==> src/rtl/agc_gain_ctrl_pkg.sv <==
// rtl/agc_gain_ctrl_pkg.sv - shared types and constants for the AGC gain stage
//
// Purpose: FSM state encoding, pipeline depth and saturation-limit helpers
//          shared by agc_gain_ctrl and agc_gain_ctrl_sat_mul.
// Ports:   none (package).
package agc_gain_ctrl_pkg;

  typedef enum logic [1:0] {
    ST_FILL    = 2'd0,
    ST_MEASURE = 2'd1,
    ST_ADJUST  = 2'd2
  } agc_state_t;

  // Number of ce-advanced registers between din and dout.
  localparam int PIPE_DEPTH = 2;

  // Largest positive value of a dw-bit two's complement sample.
  function automatic int sat_max(input int dw);
    return (1 << (dw - 1)) - 1;
  endfunction

  // Most negative value of a dw-bit two's complement sample.
  function automatic int sat_min(input int dw);
    return -(1 << (dw - 1));
  endfunction

endpackage

==> src/rtl/agc_gain_ctrl_sat_mul.sv <==
// rtl/agc_gain_ctrl_sat_mul.sv - two-stage gain multiply, round and saturate pipeline
//
// Purpose: S1 registers din * {0,gain}; S2 rounds to nearest (half up), drops
//          FRAC bits, saturates to DW bits and registers into dout. Both stages
//          advance only on ce and carry a valid-bit chain.
// Ports:
//   clk, reset   clock, asynchronous active-high reset
//   ce           sample strobe
//   din          signed input sample (DW)
//   gain         unsigned fixed-point gain (GW, FRAC fractional bits)
//   dout         registered saturated output sample (DW)
//   dout_valid   1-clk pulse when dout is written with a valid sample
//   clip         1-clk pulse with dout_valid when that sample saturated
//   dout_next    combinational value about to be registered into dout
//   wr           dout is being written with a valid sample this clk
//   pipe_valid   valid bits of S1 (bit 0) and S2 (bit 1)
module agc_gain_ctrl_sat_mul
  import agc_gain_ctrl_pkg::*;
#(
  parameter int DW   = 16,
  parameter int GW   = 16,
  parameter int FRAC = 12
) (
  input  logic                  clk,
  input  logic                  reset,
  input  logic                  ce,
  input  logic [DW-1:0]         din,
  input  logic [GW-1:0]         gain,
  output logic [DW-1:0]         dout,
  output logic                  dout_valid,
  output logic                  clip,
  output logic [DW-1:0]         dout_next,
  output logic                  wr,
  output logic [PIPE_DEPTH-1:0] pipe_valid
);

  localparam int PW = DW + GW + 1;
  localparam logic [DW-1:0] SAT_MAX = DW'(sat_max(DW));
  localparam logic [DW-1:0] SAT_MIN = DW'(sat_min(DW));
  localparam logic signed [PW:0] RND_K = {{(PW + 1 - FRAC){1'b0}}, 1'b1, {(FRAC - 1){1'b0}}};

  logic signed [PW-1:0] din_x;
  logic signed [PW-1:0] gain_x;
  logic signed [PW-1:0] prod_next;
  logic signed [PW-1:0] prod;
  logic signed [PW:0]   rnd;
  logic signed [PW:0]   shf;
  logic [PW-DW+1:0]     hi;
  logic                 sat;

  always_comb begin
    din_x     = {{(GW + 1){din[DW-1]}}, din};
    gain_x    = {{DW{1'b0}}, 1'b0, gain};
    prod_next = din_x * gain_x;
    rnd       = {prod[PW-1], prod} + RND_K;
    shf       = rnd >>> FRAC;
    // In range only when every bit above the DW-bit result equals its sign bit.
    hi        = shf[PW:DW-1];
    sat       = !((&hi) || (~|hi));
    if (!sat)
      dout_next = shf[DW-1:0];
    else if (shf[PW])
      dout_next = SAT_MIN;
    else
      dout_next = SAT_MAX;
    wr = ce && pipe_valid[0];
  end

  always_ff @(posedge clk or posedge reset) begin
    if (reset) begin
      prod       <= '0;
      pipe_valid <= '0;
      dout       <= '0;
      dout_valid <= 1'b0;
      clip       <= 1'b0;
    end else begin
      dout_valid <= 1'b0;
      clip       <= 1'b0;
      if (ce) begin
        prod       <= prod_next;
        pipe_valid <= {pipe_valid[PIPE_DEPTH-2:0], 1'b1};
        dout       <= dout_next;
        dout_valid <= pipe_valid[0];
        clip       <= pipe_valid[0] && sat;
      end
    end
  end

endmodule

==> src/rtl/agc_gain_ctrl.sv <==
// rtl/agc_gain_ctrl.sv - automatic gain control: gain, envelope peak and window FSM
//
// Purpose: applies a programmable gain to DC-free samples, tracks the output
//          peak over 2^WIN_LOG2 valid samples and steps the gain once per
//          window with hysteresis around TARGET.
// Ports:
//   clk, reset   clock, asynchronous active-high reset
//   ce           sample strobe
//   din          signed input sample (DW)
//   freeze       hold the gain; windows are still measured
//   dout         signed gained, rounded, saturated sample (DW)
//   dout_valid   1-clk pulse when dout is written with a valid sample
//   clip         1-clk pulse with dout_valid when that sample saturated
//   gain         current applied gain (GW)
//   peak         peak magnitude of the last completed window (DW)
//   locked       last completed window peak was inside the dead band
module agc_gain_ctrl
  import agc_gain_ctrl_pkg::*;
#(
  parameter int DW        = 16,
  parameter int GW        = 16,
  parameter int FRAC      = 12,
  parameter int WIN_LOG2  = 8,
  parameter int TARGET    = 16384,
  parameter int HYST      = 1024,
  parameter int STEP      = 256,
  parameter int GAIN_INIT = 4096,
  parameter int GAIN_MIN  = 256,
  parameter int GAIN_MAX  = 65535
) (
  input  logic          clk,
  input  logic          reset,
  input  logic          ce,
  input  logic [DW-1:0] din,
  input  logic          freeze,
  output logic [DW-1:0] dout,
  output logic          dout_valid,
  output logic          clip,
  output logic [GW-1:0] gain,
  output logic [DW-1:0] peak,
  output logic          locked
);

  if ((TARGET - HYST) < 0 || (TARGET + HYST) > sat_max(DW) || GAIN_MAX > (2 ** GW) - 1) begin : g_bad_params
    $error("agc_gain_ctrl: TARGET/HYST outside sample range or GAIN_MAX wider than GW");
  end

  localparam logic [DW-1:0] SAT_MAX = DW'(sat_max(DW));
  localparam logic [DW-1:0] SAT_MIN = DW'(sat_min(DW));
  localparam logic [DW-1:0] THR_HI  = DW'(TARGET + HYST);
  localparam logic [DW-1:0] THR_LO  = DW'(TARGET - HYST);
  localparam logic [GW:0]   STEP_X  = (GW + 1)'(STEP);
  localparam logic [GW:0]   GMIN_X  = (GW + 1)'(GAIN_MIN);
  localparam logic [GW:0]   GMAX_X  = (GW + 1)'(GAIN_MAX);

  logic [DW-1:0]         dout_next;
  logic                  wr;
  logic [PIPE_DEPTH-1:0] pipe_valid;
  logic [DW-1:0]         mag;
  logic [DW-1:0]         pk_new;
  logic [DW-1:0]         run_pk;
  logic [DW-1:0]         win_max;
  logic [WIN_LOG2-1:0]   win_cnt;
  logic [GW:0]           g_dn;
  logic [GW:0]           g_up;
  agc_state_t            state;

  agc_gain_ctrl_sat_mul #(
    .DW   (DW),
    .GW   (GW),
    .FRAC (FRAC)
  ) u_sat_mul (
    .clk        (clk),
    .reset      (reset),
    .ce         (ce),
    .din        (din),
    .gain       (gain),
    .dout       (dout),
    .dout_valid (dout_valid),
    .clip       (clip),
    .dout_next  (dout_next),
    .wr         (wr),
    .pipe_valid (pipe_valid)
  );

  always_comb begin
    // The saturated negative limit has no positive twin; report it as SAT_MAX.
    if (dout_next == SAT_MIN)
      mag = SAT_MAX;
    else if (dout_next[DW-1])
      mag = -dout_next;
    else
      mag = dout_next;
    pk_new = (mag > run_pk) ? mag : run_pk;
    // One extra bit so the step can neither wrap below zero nor overflow GW.
    g_dn = {1'b0, gain} - STEP_X;
    g_up = {1'b0, gain} + STEP_X;
  end

  always_ff @(posedge clk or posedge reset) begin
    if (reset) begin
      state   <= ST_FILL;
      win_cnt <= '0;
      run_pk  <= '0;
      win_max <= '0;
      gain    <= GW'(GAIN_INIT);
      peak    <= '0;
      locked  <= 1'b0;
    end else begin
      case (state)
        ST_FILL: begin
          if (&pipe_valid)
            state <= ST_MEASURE;
        end
        ST_MEASURE: begin
          if (wr) begin
            win_cnt <= win_cnt + WIN_LOG2'(1);
            if (&win_cnt) begin
              win_max <= pk_new;
              run_pk  <= '0;
              state   <= ST_ADJUST;
            end else begin
              run_pk <= pk_new;
            end
          end
        end
        ST_ADJUST: begin
          // A sample landing here already belongs to the new window.
          if (wr) begin
            run_pk  <= mag;
            win_cnt <= win_cnt + WIN_LOG2'(1);
          end
          peak <= win_max;
          if (!freeze) begin
            if (win_max > THR_HI) begin
              gain   <= (g_dn[GW] || g_dn < GMIN_X) ? GW'(GAIN_MIN) : g_dn[GW-1:0];
              locked <= 1'b0;
            end else if (win_max < THR_LO) begin
              gain   <= (g_up > GMAX_X) ? GW'(GAIN_MAX) : g_up[GW-1:0];
              locked <= 1'b0;
            end else begin
              locked <= 1'b1;
            end
          end
          state <= ST_MEASURE;
        end
        default: state <= ST_FILL;
      endcase
    end
  end

endmodule

==> config.mk <==
export PLATFORM = sky130hd
export DESIGN_NAME = agc_gain_ctrl
export DESIGN_NICKNAME = d
export VERILOG_FILES = /design/src/rtl/agc_gain_ctrl_pkg.sv /design/src/rtl/agc_gain_ctrl_sat_mul.sv /design/src/rtl/agc_gain_ctrl.sv
export SDC_FILE = /design/constraint.sdc
export NUM_CORES = 1
export LEC_CHECK = 0
export CAP_MARGIN = 0
export CORE_MARGIN = 1
export CORE_UTILIZATION = 30
export CTS_CLUSTER_SIZE = 16
export DETAILED_ROUTE_END_ITERATION = 7
export DONT_BUFFER_PORTS = 1
export PLACE_DENSITY = 0.44
export SLEW_MARGIN = 5
export SYNTH_ARGS = -nofsm -noshare
export SYNTH_HDL_FRONTEND = slang
export SYNTH_SLANG_ARGS = --single-unit
==> constraint.sdc <==
create_clock -name clk -period 7.32 [get_ports clk]
set_clock_uncertainty 0.1 [all_clocks]
set_input_delay 0 -clock clk [delete_from_list [all_inputs] [get_ports clk]]
set_output_delay 0 -clock clk [all_outputs]
set_load 0.03 [all_outputs]
# Yosys cells after proc, flatten, opt, wreduce, memory -nomap -nowiden
# Index checks and enable logic that the tools add are counted.
totals:
  regBits: 128
  inputBits: 20
  out_inout_bits: 51
op_classes:
  muxes: 21
  reduce_logical: 20
  n_lt_le_gt_ge: 5
  bitwise_logic: 1
  n_mul: 1
  n_addsub: 5
  n_eq_ne: 7
ops:
  columns: ["cell", "n"]
  rows:
  - ["$mux 16", 12]
  - ["$add 33x13->34 const B", 1]
  - ["$mul 16x17->33", 1]
  - ["$pmux 16 s2", 1]
  - ["$add 16x9->17 const B", 1]
  - ["$gt 17x16->1 const B", 1]
  - ["$lt 17x9->1 const B", 1]
  - ["$sub 16x9->17 const B", 1]
  - ["$eq 16x16->1 const B", 1]
  - ["$gt 16x15->1 const B", 1]
  - ["$gt 16x16->1", 1]
  - ["$lt 16x14->1 const B", 1]
  - ["$neg 16->16", 1]
  - ["$reduce_and 10->1", 1]
  - ["$reduce_and 3->1", 3]
  - ["$add 8x1->8 const B", 1]
  - ["$reduce_and 8->1", 1]
  - ["$reduce_and 7->1", 1]
  - ["$reduce_or 7->1", 1]
  - ["$mux 2", 3]
  - ["$pmux 2 s3", 1]
  - ["$reduce_and 2->1", 3]
  - ["$mux 1", 4]
  - ["$ne 2x1->1 const B", 2]
  - ["other kinds (10)", 15]

# Longest topological paths before layout
# Gate-level depths: netlist (run 1).
logic_depth:
  depth_word: 13
  ltp_mapped: 29
  mapped_depth_nobuf: 24

# Cells and area by module
# From an unflattened synthesis (run 1), not the netlist that was laid out.
hier_totals:
  cells_unflattened: 1654
  area_unflattened_um2: 15108.2
modules_own_cells:
  columns: ["module", "area_per_inst_um2", "seq_area_each_um2", "cells_per_inst", "n_inst"]
  rows:
  - ["agc_gain_ctrl_sat_mul", 10692.8, 1051.0, 1184, 1]
  - ["agc_gain_ctrl", 4415.5, 1702.9, 470, 1]

# Worst setup path after synthesis (run 1)
# OpenSTA, ideal clock, no wires.
synth_path:
  path_type: "register to register"
  from: "register gain[6]"
  to: "register u_sat_mul.prod[31]"
  n_path_buf: 2
  path_stages_with_launch: 23
  synth_period_minus_slack_ns: 7.062
  setup_slack_ns: 0.258
  t_arrival_ns: 6.837
  setup_ns: 0.125
  path_cell_list: "dfrtp_1 > clkbuf_1 > clkbuf_1 > nand2_1 > fa_1 > inv_1 > fa_1 > inv_1 > fa_1 > fa_1 > inv_1 > fa_1 > inv_1 > fa_1 > inv_1 > ha_1 > a21o_1 > a41o_1 > a221o_1 > a221oi_2 > o21ai_0 > xor2_1 > mux2_2"
synth_between:
  elab_chain_len: 1
synth_rtl:
  columns: ["element", "line_no", "source"]
  rows:
  - ["start, declared", "agc_gain_ctrl.sv:39", "output logic [GW-1:0] gain,"]
  - ["start signal, assigned", "agc_gain_ctrl.sv:106", "gain <= GW'(GAIN_INIT);"]
  - ["start signal, assigned", "agc_gain_ctrl.sv:136", "gain <= (g_dn[GW] || g_dn < GMIN_X) ? GW'(GAIN_MIN) : g_dn[GW-1:0];"]
  - ["start signal, assigned", "agc_gain_ctrl.sv:139", "gain <= (g_up > GMAX_X) ? GW'(GAIN_MAX) : g_up[GW-1:0];"]
  - ["$mul 16x17->33", "agc_gain_ctrl_sat_mul.sv:54", "prod_next = din_x * gain_x;"]
  - ["end signal, assigned", "agc_gain_ctrl_sat_mul.sv:80", "prod <= prod_next;"]
  - ["end, declared", "agc_gain_ctrl_sat_mul.sv:45", "logic signed [PW-1:0] prod;"]
# No other way between the ends.
# A chain may end at the register's enable or synchronous reset.

# Final worst setup path (run 1)
layout_path:
  from: "register gain[6]"
  to: "register u_sat_mul.prod[28]"
# Same word-level chain as after synthesis.

==> results of run 1 <==
[through the flow]
step / area, sq um / total power [mW] / instances
after floorplan: 13900 / 1.45 / 1509
after global placement: 14700 / 1.69 / 2077
after detailed placement: 14700 / 1.69 / 2077
after CTS: 15000 / 2.22 / 2098
after global routing: 15000 / 2.36 / 2098
final: 15000 / 2.19 / 2098
[critical path: stages, from the launching register on]
cell	delay, ns
dfrtp_2	0.58
nand2_1	0.23
fa_1	0.77
inv_1	0.11
fa_1	0.51
inv_1	0.05
fa_1	0.46
fa_1	0.49
inv_1	0.05
fa_1	0.52
inv_1	0.05
fa_1	0.53
inv_1	0.04
ha_1	0.33
a21o_1	0.17
a41o_1	0.28
a221o_1	0.48
a21oi_1	0.18
nor2b_1	0.07
xnor2_1	0.14
a21oi_1	0.08
dlygate4sd3_1	0.56
[cells in the mapped netlist (11+ instances only)]
cell type  count  share of area, %
nand4_1       21              0.94
a22o_1        14              0.88
a221o_1       11              0.79
nand2_1      138               3.7
and3_1        20              0.90
and2_1        63               2.8
nor2_1        55               1.5
buf_4         11              0.59
a21oi_1       52               1.9
nor4_1        22              0.99
inv_1        265               7.1
xor2_1        15              0.94
mux2_2        33               2.7
nor3_1        17              0.61
ha_1         142                13
o21ai_0       42               1.5
fa_1         163                23
o211ai_1      14              0.75
clkbuf_1      52               1.4
xnor2_1       32               2.0
nand3_1       24              0.86
dfrtp_1      109                20
a21o_1        20               1.1
[registers in the layout, indices dropped and copies added (netlist names)]
name                  cells
win_max                  16
locked                    1
u_sat_mul.prod           22
win_cnt                   8
u_sat_mul.dout_valid      1
run_pk                   16
peak                     16
u_sat_mul.dout           16
state                     2
u_sat_mul.clip            1
u_sat_mul.pipe_valid      2
gain                      9
[area by class of cell]
cell class / instances / area [sq um] / area share, %
Timing Repair Buffer: 53 / 420 / 2.80
Sequential cell: 110 / 2760 / 18.3
Multi-Input combinational cell: 1054 / 9820 / 65.3
Clock inverter: 7 / 72.6 / 0.483
Tap cell: 600 / 751 / 4.99
Inverter: 265 / 997 / 6.63
Clock buffer: 9 / 225 / 1.50
[final timing paths]
path / startpoint / end / slack, ns / depth (start not counted)
min: ce / u_sat_mul.prod[12] / 0.02 / 3
max: gain[6] / u_sat_mul.prod[28] / 0.37 / 21
max in group asynchronous: reset / u_sat_mul.dout_valid / 5.75 / 3
min in group asynchronous: reset / gain[11] / 0.07 / 2
min reg2reg: win_cnt[7] / win_cnt[7] / 0.37 / 1
max reg2reg: gain[6] / u_sat_mul.prod[28] / 0.37 / 21
[cells in the final DEF (no fill, tap or decap), drive strengths merged, types with 6 or more instances in the layout]
master and n:
fa 163, xor2 15, a221o 11, nand3 25
nor2 55, buf 49, clkbuf 9, or3 9
and2 63, nand2 138, o31ai 9, ha 142
nand4 22, nor3 18, inv 269, xnor2 32
or2 8, a22o 14, o21a 8, a31oi 6
mux2 33, nor4 24, or4 6, and3 20
o22ai 9, a21o 20, a21oi 53, o21ai 49
o211ai 14, nor2b 8, dfrtp 109
[power by group]
group	internal [mW]	switching, mW
logic	0.360	0.478
clock network	0.242	0.263
registers	0.710	0.136
total	1.31	0.878
[kinds of logic after synthesis]
family                   count (synthesis)  share of synthesized area [%]
AND/OR/NAND/NOR                        412                           15.3
flip-flops                             110                           19.8
XOR/XNOR                                47                           2.96
AO/OA/AOI/OAI                          254                           13.1
buffers and inverters                  345                           9.82
multiplexers                            36                           2.88
adder cells (fa/ha/maj)                305                           36.2
[layer usage]
metal  track usage [%]  vias up
li1                  -     4990
met1              22.8     5276
met2              26.7      160
met3              1.62       18
met4              2.63        0
met5                 0        -
==> results by group, run 1 <==
Status
  • Run status: completed

Clock network
  • Post-CTS setup repair buffer count: 0
  • CTS resizes: 0
  • Cts hold-fix bufs: 5
  • CTS tree: yes
  • Num CTS Buffers: 9
  • Root buf cell: clkbuf_16
  • Clk pin slew, worst setup/hold paths: 0.09 ns
  • H-Tree Depth: 3
  • Clk_lat worst skew: 0.37 ns
  • Clock buffer depth: 2
  • Clk sinks: 110

Cells and area
  • Area grow syn2layout: 8.01%
  • NumNets Final: 1818
  • Final core occ: 33.0%
  • Share of post-route cells with drive strength above 1: 8.68%
  • Layout filler cell count: 4788
  • # diodes: 0

Place
  • Post-DP HPWL: 29600 um
  • Dpl ws: 0.349 ns
  • # port buffers: 0
  • GPL Wtd Cong: 0.852

Die
  • Num ports: 71
  • Die height: 217 um
  • CORE AREA: 45600 sq um
  • Die Wd: 217 um
  • Initial Util: 30.6%
  • Cell Rows: 78
  • Die area: 47300 sq um

Critical path
  • Crit Path Class: flop to flop
  • Crit Path Max Fanout: 18
  • CP Launch Type: flop
  • Crit end category: flop
  • Critical path data arrival time: 7.10 ns
  • Worst endpoint required time: 7.47 ns

STA
  • Slew HR: 24.7%
  • Final Max Tran Viols: 0
  • Setup TNS: 0 ns
  • Achievable frequency: 144 MHz
  • RSZ-0062 raised after global routing: false
  • Worst Slack Setup Final: 0.368 ns
  • Slew @ Worst Pin: 1.12 ns
  • Setup violators final: 0
  • Final hold slack: 0.0150 ns
  • Crit share post-route: 95.0%
  • Final Hold Viols: 0
  • Tmin final: 6.95 ns

Yosys
  • YS warnings: 0
  • Post-synth EDFFs: 0
  • Register bit total from synthesis: 110
  • Mapped Cells: 1509
  • Mean Syn Cell Area: 9.23 sq um
  • Seq/Total Area, Yosys: 19.8%
  • Post-Syn Nets: 1834
  • Synthesized area: 13900 sq um
  • Top_reg_cell synth: dfrtp_1
  • Asr flop ratio synth: 100%
  • Post-synthesis cell type count: 87

Detailed routing
  • Met2 wire length: 17100 um
  • Number of DRC markers in iteration 0: 615
  • Detailed-route vias per instance: 4.98
  • DRC viols: 0
  • Top Layer Used: met4
  • WL met1: 17800 um
  • Antenna Nets Post-Route: 0
  • DR pass1 iterations: 5
  • WL met3: 1040 um
  • Routed WL: 36200 um
  • Vias post-DR: 10400
  • Routed len/inst: 17.3 um

Job
  • Max cap viols: 0

Hold path
  • Min-Delay Path Class: input port to flop

Global route
  • Largest net degree at the start of global routing: 67
  • Vias in the first global route: 11000
  • GR Overflow Total: 0
  • Global-route wire length before repair: 60200 um
  • All-Layer GR Usage: 16.1%
  • Initial antenna violation count: 0

Pwr
  • Peak VDD IR: 0.000106 V
  • Pwr Density: 146 nW/um^2
  • Pleak: 7.44 nW
No activity file was read; power rests on OpenSTA's default activity.
==> inputs of run 2 (changes only) <==
--- a/config.mk
+++ b/config.mk
@@ -7,11 +7,12 @@
 export LEC_CHECK = 0
 export CAP_MARGIN = 0
 export CORE_MARGIN = 1
-export CORE_UTILIZATION = 30
+export CORE_UTILIZATION = 61
+export CTS_BUF_LIST = sky130_fd_sc_hd__clkbuf_2 sky130_fd_sc_hd__clkbuf_4 sky130_fd_sc_hd__clkbuf_8
 export CTS_CLUSTER_SIZE = 16
 export DETAILED_ROUTE_END_ITERATION = 7
 export DONT_BUFFER_PORTS = 1
-export PLACE_DENSITY = 0.44
+export PLACE_DENSITY = 0.79
 export SLEW_MARGIN = 5
 export SYNTH_ARGS = -nofsm -noshare
 export SYNTH_HDL_FRONTEND = slang
==> run 2 against run 1 <==
Against the previous run:
- final cell count down 16%
- largest cell class unchanged
- die area down 50%
- register-to-register slack about the same
==> results by group, run 2 (synthesis results as in run 1) <==
Status
  • Run status: completed (unchanged)

Pwr
  • Clock network power share: 18.1% (was 23.1%)
  • NetSw: 846 uW (was 878 uW)
  • Pwr Total: 2.05 mW (was 2.19 mW)
  • Combinational Power Share: 40.6% (was 38.3%)
  • Part of the power in registers: 41.3% (was 38.7%)
  • Pleak: 7.34 nW (was 7.44 nW)
  • Peak VDD IR: 0.000111 V (was 0.000106 V)
  • Pint: 1.20 mW (was 1.31 mW)
  • Sw Ratio: 41.4% (was 40.1%)
  • Pwr Density: 142 nW/um^2 (was 146 nW/um^2)

STA
  • Tmin final: 6.94 ns (was 6.95 ns)
  • Final Hold Viols: 0 (unchanged)
  • Crit share post-route: 94.9% (was 95.0%)
  • RSZ-0062 raised after global routing: false (unchanged)
  • Final hold slack: 0.105 ns (was 0.0150 ns)
  • Setup TNS: 0 ns (unchanged)
  • Slew HR: 25.1% (was 24.7%)
  • Final Max Tran Viols: 0 (unchanged)
  • Slew @ Worst Pin: 1.12 ns (about the same)
  • Setup violators final: 0 (unchanged)
  • Achievable frequency: 144 MHz (about the same)

Hold path
  • Min-Delay Path Class: input port to flop (unchanged)

Clock network
  • Clk pin slew, worst setup/hold paths: 0.13 ns (was 0.09 ns)
  • Post-CTS setup repair buffer count: 0 (unchanged)
  • Clk_lat worst skew: 0.42 ns (was 0.37 ns)
  • Root buf cell: clkbuf_8 (was clkbuf_16)
  • CTS tree: yes (unchanged)
  • Num CTS Buffers: 9 (unchanged)
  • Cts hold-fix bufs: 5 (unchanged)
  • Clock buffer depth: 2 (unchanged)
  • Clk sinks: 110 (unchanged)
  • H-Tree Depth: 3 (unchanged)
  • CTS resizes: 0 (unchanged)

Global route
  • Initial antenna violation count: 0 (unchanged)
  • GR Overflow Total: 0 (unchanged)
  • Largest net degree at the start of global routing: 89 (was 67)
  • Vias in the first global route: 11400 (was 11000)
  • Global-route wire length before repair: 56200 um (was 60200 um)
  • All-Layer GR Usage: 29.9% (was 16.1%)

Die
  • Cell Rows: 54 (was 78)
  • Die height: 153 um (was 217 um)
  • Num ports: 71 (unchanged)
  • Initial Util: 63.0% (was 30.6%)
  • Die area: 23400 sq um (was 47300 sq um)
  • Die Wd: 153 um (was 217 um)
  • CORE AREA: 22100 sq um (was 45600 sq um)

Detailed routing
  • Number of DRC markers in iteration 0: 642 (was 615)
  • Antenna Nets Post-Route: 0 (unchanged)
  • Routed len/inst: 18.3 um (was 17.3 um)
  • Detailed-route vias per instance: 6.12 (was 4.98)
  • Routed WL: 32300 um (was 36200 um)
  • DRC viols: 0 (unchanged)
  • Vias post-DR: 10800 (was 10400)
  • DR pass1 iterations: 5 (unchanged)

Cells and area
  • Area grow syn2layout: 3.79% (was 8.01%)
  • Most frequent cells in the layout: 264 x inv_1, 163 x fa_1, 142 x ha_1 (unchanged)
  • Final core occ: 65.4% (was 33.0%)
  • Max reg flops: 22 (unchanged)
  • Most flops, register: u_sat_mul.prod (unchanged)
  • Share of post-route cells with drive strength above 1: 8.00% (was 8.68%)
  • Most common cell after layout, fill and taps aside: inv_1 (unchanged)
  • # diodes: 0 (unchanged)
  • NumNets Final: 1807 (was 1818)

Critical path
  • Critical path data arrival time: 7.14 ns (was 7.10 ns)
  • Crit Path Class: flop to flop (unchanged)
  • CP Launch Type: flop (unchanged)
  • Crit end category: flop (unchanged)
  • CP dominant cell by count: fa_1 (unchanged)
  • Critical Path Max Stage Delay: 0.78 ns (was 0.77 ns)
  • Critical path's slowest cell: fa_1 (unchanged)
  • Worst endpoint required time: 7.52 ns (was 7.47 ns)
  • Crit path cell chain: nand2_1, fa_1, inv_1, fa_1, inv_1, fa_1, fa_1, inv_1, fa_1, inv_1, fa_1, inv_1, ha_1, a21o_1, a41o_1, a221o_1, a221oi_2, o21ai_0, xor2_1, mux2_2 (was nand2_1, fa_1, inv_1, fa_1, inv_1, fa_1, fa_1, inv_1, fa_1, inv_1, fa_1, inv_1, ha_1, a21o_1, a41o_1, a221o_1, a21oi_1, nor2b_1, xnor2_1, a21oi_1, dlygate4sd3_1)
  • Crit Path Max Fanout: 16 (was 18)

Place
  • # port buffers: 0 (unchanged)
  • GPL Wtd Cong: 0.971 (was 0.852)
  • Post-DP HPWL: 26100 um (was 29600 um)

Job
  • Max cap viols: 0 (unchanged)
-- run 2: power by group through the flow --
stage          clock [mW]  combinational (mW)  sequential, mW
2_1_floorplan           0               0.633           0.813
3_3_place_gp            0               0.783           0.853
3_5_place_dp            0               0.808           0.855
4_1_cts             0.379               0.822           0.844
5_1_grt             0.402               0.929           0.862
6_report            0.370               0.830           0.846
-- run 2: worst paths after layout --
kind                       startpoint                 end  slack, ns  cells after the start
max                           gain[6]  u_sat_mul.prod[31]       0.38                     20
min                           din[15]  u_sat_mul.prod[32]       0.10                      5
max reg2reg                   gain[6]  u_sat_mul.prod[31]       0.38                     20
min reg2reg                win_cnt[4]          win_cnt[4]       0.39                      1
max in group asynchronous       reset             gain[6]       5.72                      3
min in group asynchronous       reset            peak[15]       0.34                      3
-- run 2: layout make-up --
class	instances	area (sq um)
multi-input cells	1054	9820
inverters	265	997
clock inverters	6	62.6
repair buffers	42	338
flip-flops and latches	110	2760
fillers	1780	7640
well taps	280	350
clock buffers	10	131
-- run 2: worst max-delay path: cells and delay by family, from the launching register on --
family	cells	cell delay, ns
AND/OR/NAND/NOR	1	0.24
buffers and inverters	5	0.31
adder cells (fa/ha/maj)	7	3.62
flip-flops	1	0.56
XOR/XNOR	1	0.17
multiplexers	1	0.27
AO/OA/AOI/OAI	5	1.52
-- run 2: metrics by stage --
| stage | setup WS [ns] | instances | area [sq um] |
|---|---|---|---|
| floorplan | 0.258 | 1509 | 13900 |
| global placement | 0.583 | 1746 | 14200 |
| detailed placement | 0.406 | 1746 | 14200 |
| CTS | 0.354 | 1767 | 14500 |
| global route | 0.0256 | 1767 | 14500 |
| finish | 0.375 | 1767 | 14500 |
-- run 2: layer usage --
metal / track usage, % / share of wire, % / routed length (um)
met1: 40.4 / 43 / 13900
met2: 49.6 / 48 / 15600
met3: 5.56 / 6.8 / 2200
met4: 7.98 / 1.9 / 605
met5: 0 / 0 / 0
==> inputs of run 3 (changes only) <==
--- a/config.mk
+++ b/config.mk
@@ -5,6 +5,7 @@
 export SDC_FILE = /design/constraint.sdc
 export NUM_CORES = 1
 export LEC_CHECK = 0
+export ABC_AREA = 1
 export CAP_MARGIN = 0
 export CORE_MARGIN = 1
 export CORE_UTILIZATION = 61
==> run 3 against run 2 <==
Against the previous run:
- synthesized area grew 2.7%
- die area grew 2.7%
- core utilization shrank 1.1 points
- sequential cell count is the same
- largest cell class unchanged
- non-clock buffer count shrank 25
- global-route usage shrank 0.43 points
- highest routed layer unchanged
- routed wire length grew 2.0%
==> results by group, run 3 <==
Status
  • Run status: completed (unchanged)

Critical path
  • R2R Setup Slk: 0.64 ns (was 0.38 ns)
  • Crit Path Class: flop to flop (unchanged)
  • Worst endpoint required time: 7.49 ns (was 7.52 ns)
  • Critical path data arrival time: 6.85 ns (was 7.14 ns)
  • Critical Path Max Stage Delay: 0.79 ns (was 0.78 ns)
  • CP dominant cell by count: fa_1 (unchanged)
  • Crit-path leading delay family: adder cells (unchanged)
  • Crit path cell chain: nand2_1, fa_1, inv_1, fa_1, inv_1, fa_1, fa_1, inv_1, fa_1, inv_1, fa_1, inv_1, ha_1, a21oi_1, o21ai_0, a211o_1, a21oi_1, o21bai_1, a221oi_1, xor2_1, o21ai_0 (was nand2_1, fa_1, inv_1, fa_1, inv_1, fa_1, fa_1, inv_1, fa_1, inv_1, fa_1, inv_1, ha_1, a21o_1, a41o_1, a221o_1, a221oi_2, o21ai_0, xor2_1, mux2_2)
  • Crit end category: flop (unchanged)
  • CP Launch Type: flop (unchanged)
  • Buf+Inv Stages, Crit Path: 5 (unchanged)
  • Crit Path Max Fanout: 16 (unchanged)
  • Critical path's slowest cell: fa_1 (unchanged)

Die
  • Die Wd: 155 um (was 153 um)
  • Die height: 155 um (was 153 um)
  • CORE AREA: 22800 sq um (was 22100 sq um)
  • Die area: 24100 sq um (was 23400 sq um)
  • Initial Util: 62.6% (was 63.0%)
  • Num ports: 71 (unchanged)
  • Cell Rows: 55 (was 54)

Yosys
  • Post-Syn Nets: 2136 (was 1834)
  • Most common cell in the synthesized netlist: inv_1 (unchanged)
  • Main area contributors after synthesis: fa_1 23%, dfrtp_1 19%, ha_1 12%, inv_1 9.9%, nand2_1 9.9% (was fa_1 23%, dfrtp_1 20%, ha_1 13%, inv_1 7.1%, nand2_1 3.7%)
  • Yosys top cell by area: fa_1 (unchanged)
  • Share of the synthesized area in the top cell type: 22.8% (was 23.4%)
  • Post-synth EDFFs: 0 (unchanged)
  • Synthesized area: 14300 sq um (was 13900 sq um)
  • Asr flop ratio synth: 100% (unchanged)
  • Commonest cells in the netlist: 378 x inv_1, 377 x nand2_1, 163 x fa_1, 142 x ha_1, 109 x dfrtp_1 (was 265 x inv_1, 163 x fa_1, 142 x ha_1, 138 x nand2_1, 109 x dfrtp_1)
  • Seq/Total Area, Yosys: 19.3% (was 19.8%)
  • Top_reg_cell synth: dfrtp_1 (unchanged)
  • Mean Syn Cell Area: 7.90 sq um (was 9.23 sq um)
  • Post-synthesis cell type count: 50 (was 87)
  • Register bit total from synthesis: 110 (unchanged)
  • Mapped Cells: 1811 (was 1509)
  • YS warnings: 0 (unchanged)

Cells and area
  • Multi-input logic area: 9760 sq um (was 9820 sq um)
  • Share of post-route cells with drive strength above 1: 5.36% (was 8.00%)
  • Area grow syn2layout: 2.76% (was 3.79%)
  • Layout filler cell count: 1952 (was 1780)
  • Most frequent cells in the layout: 377 x inv_1, 377 x nand2_1, 163 x fa_1 (was 264 x inv_1, 163 x fa_1, 142 x ha_1)
  • Most flops, register: u_sat_mul.prod (unchanged)
  • Register area: 2760 sq um (unchanged)
  • Max reg flops: 22 (unchanged)
  • NumNets Final: 2092 (was 1807)
  • # diodes: 0 (unchanged)

Global route
  • All-Layer GR Usage: 29.5% (was 29.9%)
  • Initial antenna violation count: 0 (unchanged)
  • Vias in the first global route: 11700 (was 11400)
  • Largest net degree at the start of global routing: 69 (was 89)
  • GR Overflow Total: 0 (unchanged)
  • Global-route wire length before repair: 56600 um (was 56200 um)

Clock network
  • Root buf cell: clkbuf_8 (unchanged)
  • Clk_lat worst skew: 0.40 ns (was 0.42 ns)
  • Clk sinks: 110 (unchanged)
  • CTS tree: yes (unchanged)
  • H-Tree Depth: 3 (unchanged)
  • Clk pin slew, worst setup/hold paths: 0.12 ns (was 0.13 ns)
  • Clock buffer depth: 2 (unchanged)
  • Num CTS Buffers: 9 (unchanged)
  • Post-CTS setup repair buffer count: 0 (unchanged)

Detailed routing
  • Antenna Nets Post-Route: 0 (unchanged)
  • Vias post-DR: 11500 (was 10800)
  • DRC viols: 0 (unchanged)
  • Number of DRC markers in iteration 0: 733 (was 642)
  • DR pass1 iterations: 6 (was 5)
  • Routed len/inst: 15.8 um (was 18.3 um)
  • Detailed-route vias per instance: 5.53 (was 6.12)
  • Routed WL: 32900 um (was 32300 um)

Place
  • GPL Wtd Cong: 0.939 (was 0.971)
  • Post-DP HPWL: 27300 um (was 26100 um)
  • Dpl ws: 0.665 ns (was 0.406 ns)
  • # port buffers: 0 (unchanged)

STA
  • Final hold slack: 0.000667 ns (was 0.105 ns)
  • Slew HR: 32.0% (was 25.1%)
  • RSZ-0062 raised after global routing: false (unchanged)
  • Slew @ Worst Pin: 1.02 ns (was 1.12 ns)
  • Worst Slack Setup Final: 0.638 ns (was 0.375 ns)
  • Setup TNS: 0 ns (unchanged)
  • Setup violators final: 0 (unchanged)
  • Final Hold Viols: 0 (unchanged)
  • Crit share post-route: 91.3% (was 94.9%)
  • Tmin final: 6.68 ns (was 6.94 ns)
  • Final Max Tran Viols: 0 (unchanged)
  • Achievable frequency: 150 MHz (was 144 MHz)

Hold path
  • Min-Delay Path Class: input port to async pin (was input port to flop)

Job
  • Max cap viols: 0 (unchanged)
[run 3: changes by cell type after synthesis, sizes merged, moves of 17 or more]
cell,delta
a21oi,+33
and2,-61
and3,-20
inv,+119
mux2,-33
nand2,+257
nand3,+52
nor2,+60
nor4,-17
o21ai,+44
xor2,+20
[run 3: cells by family after synthesis]
kind of cell	after synthesis	synth area share [%]
buf+inv	459	12.5
xor+xnor	51	3.12
fa+ha+maj	305	35.2
flops	110	19.3
mux	12	0.840
simple gates	643	20.1
compound gates	231	8.97
[run 3: routing by layer]
metal  vias to the layer above  GRT usage [%]  wire (um)
met5                         -              0          0
met4                         0           9.57        938
met3                        62           3.82       1790
met2                       371           49.8      15800
met1                      5579           39.4      14400
li1                       5524              -          -
[run 3: per-stage QoR]
| stage | instances | cell area, sq um | util (%) |
|---|---|---|---|
| after floorplan | 1811 | 14300 | - |
| after global placement | 2066 | 14500 | 63.3 |
| after detailed placement | 2066 | 14500 | 63.3 |
| after CTS | 2085 | 14700 | 64.3 |
| after global routing | 2085 | 14700 | 64.3 |
| final | 2085 | 14700 | 64.3 |
[run 3: worst paths after layout]
check	startpoint	to	depth (start not counted)
worst min-delay path	reset	peak[2]	2
worst min register to register	win_cnt[7]	win_cnt[7]	1
worst max register to register	gain[6]	u_sat_mul.prod[28]	21
max in group asynchronous	reset	gain[6]	3
worst max-delay path	gain[6]	u_sat_mul.prod[28]	21
min in group clk	din[15]	u_sat_mul.prod[32]	5
[run 3: worst register-to-register path: stages (launching register included)]
cell,delay (ns)
dfrtp_2,0.57
nand2_1,0.24
fa_1,0.79
inv_1,0.11
fa_1,0.51
inv_1,0.05
fa_1,0.46
fa_1,0.49
inv_1,0.05
fa_1,0.53
inv_1,0.06
fa_1,0.52
inv_1,0.04
ha_1,0.34
a21oi_1,0.14
o21ai_0,0.11
a211o_1,0.33
a21oi_1,0.29
o21bai_1,0.16
a221oi_1,0.37
xor2_1,0.20
o21ai_0,0.09
[run 3: final cells by class]
type / count / share of cell area [%]
Clock buffer: 9 / 0.843
Tap cell: 313 / 2.66
Timing Repair Buffer: 17 / 0.919
Multi-Input combinational cell: 1242 / 66.4
Sequential cell: 110 / 18.7
Inverter: 387 / 9.90
Clock inverter: 7 / 0.528
[run 3: repair_timing]
item                      in CTS  in global routing
hold buffers                   3                  0
hold endpoints to repair      68                  0
resized for setup              0                  0
Power of run 3 is not shown: default switching activity piles up to over one toggle a cycle in this logic, so the estimate is an artifact.
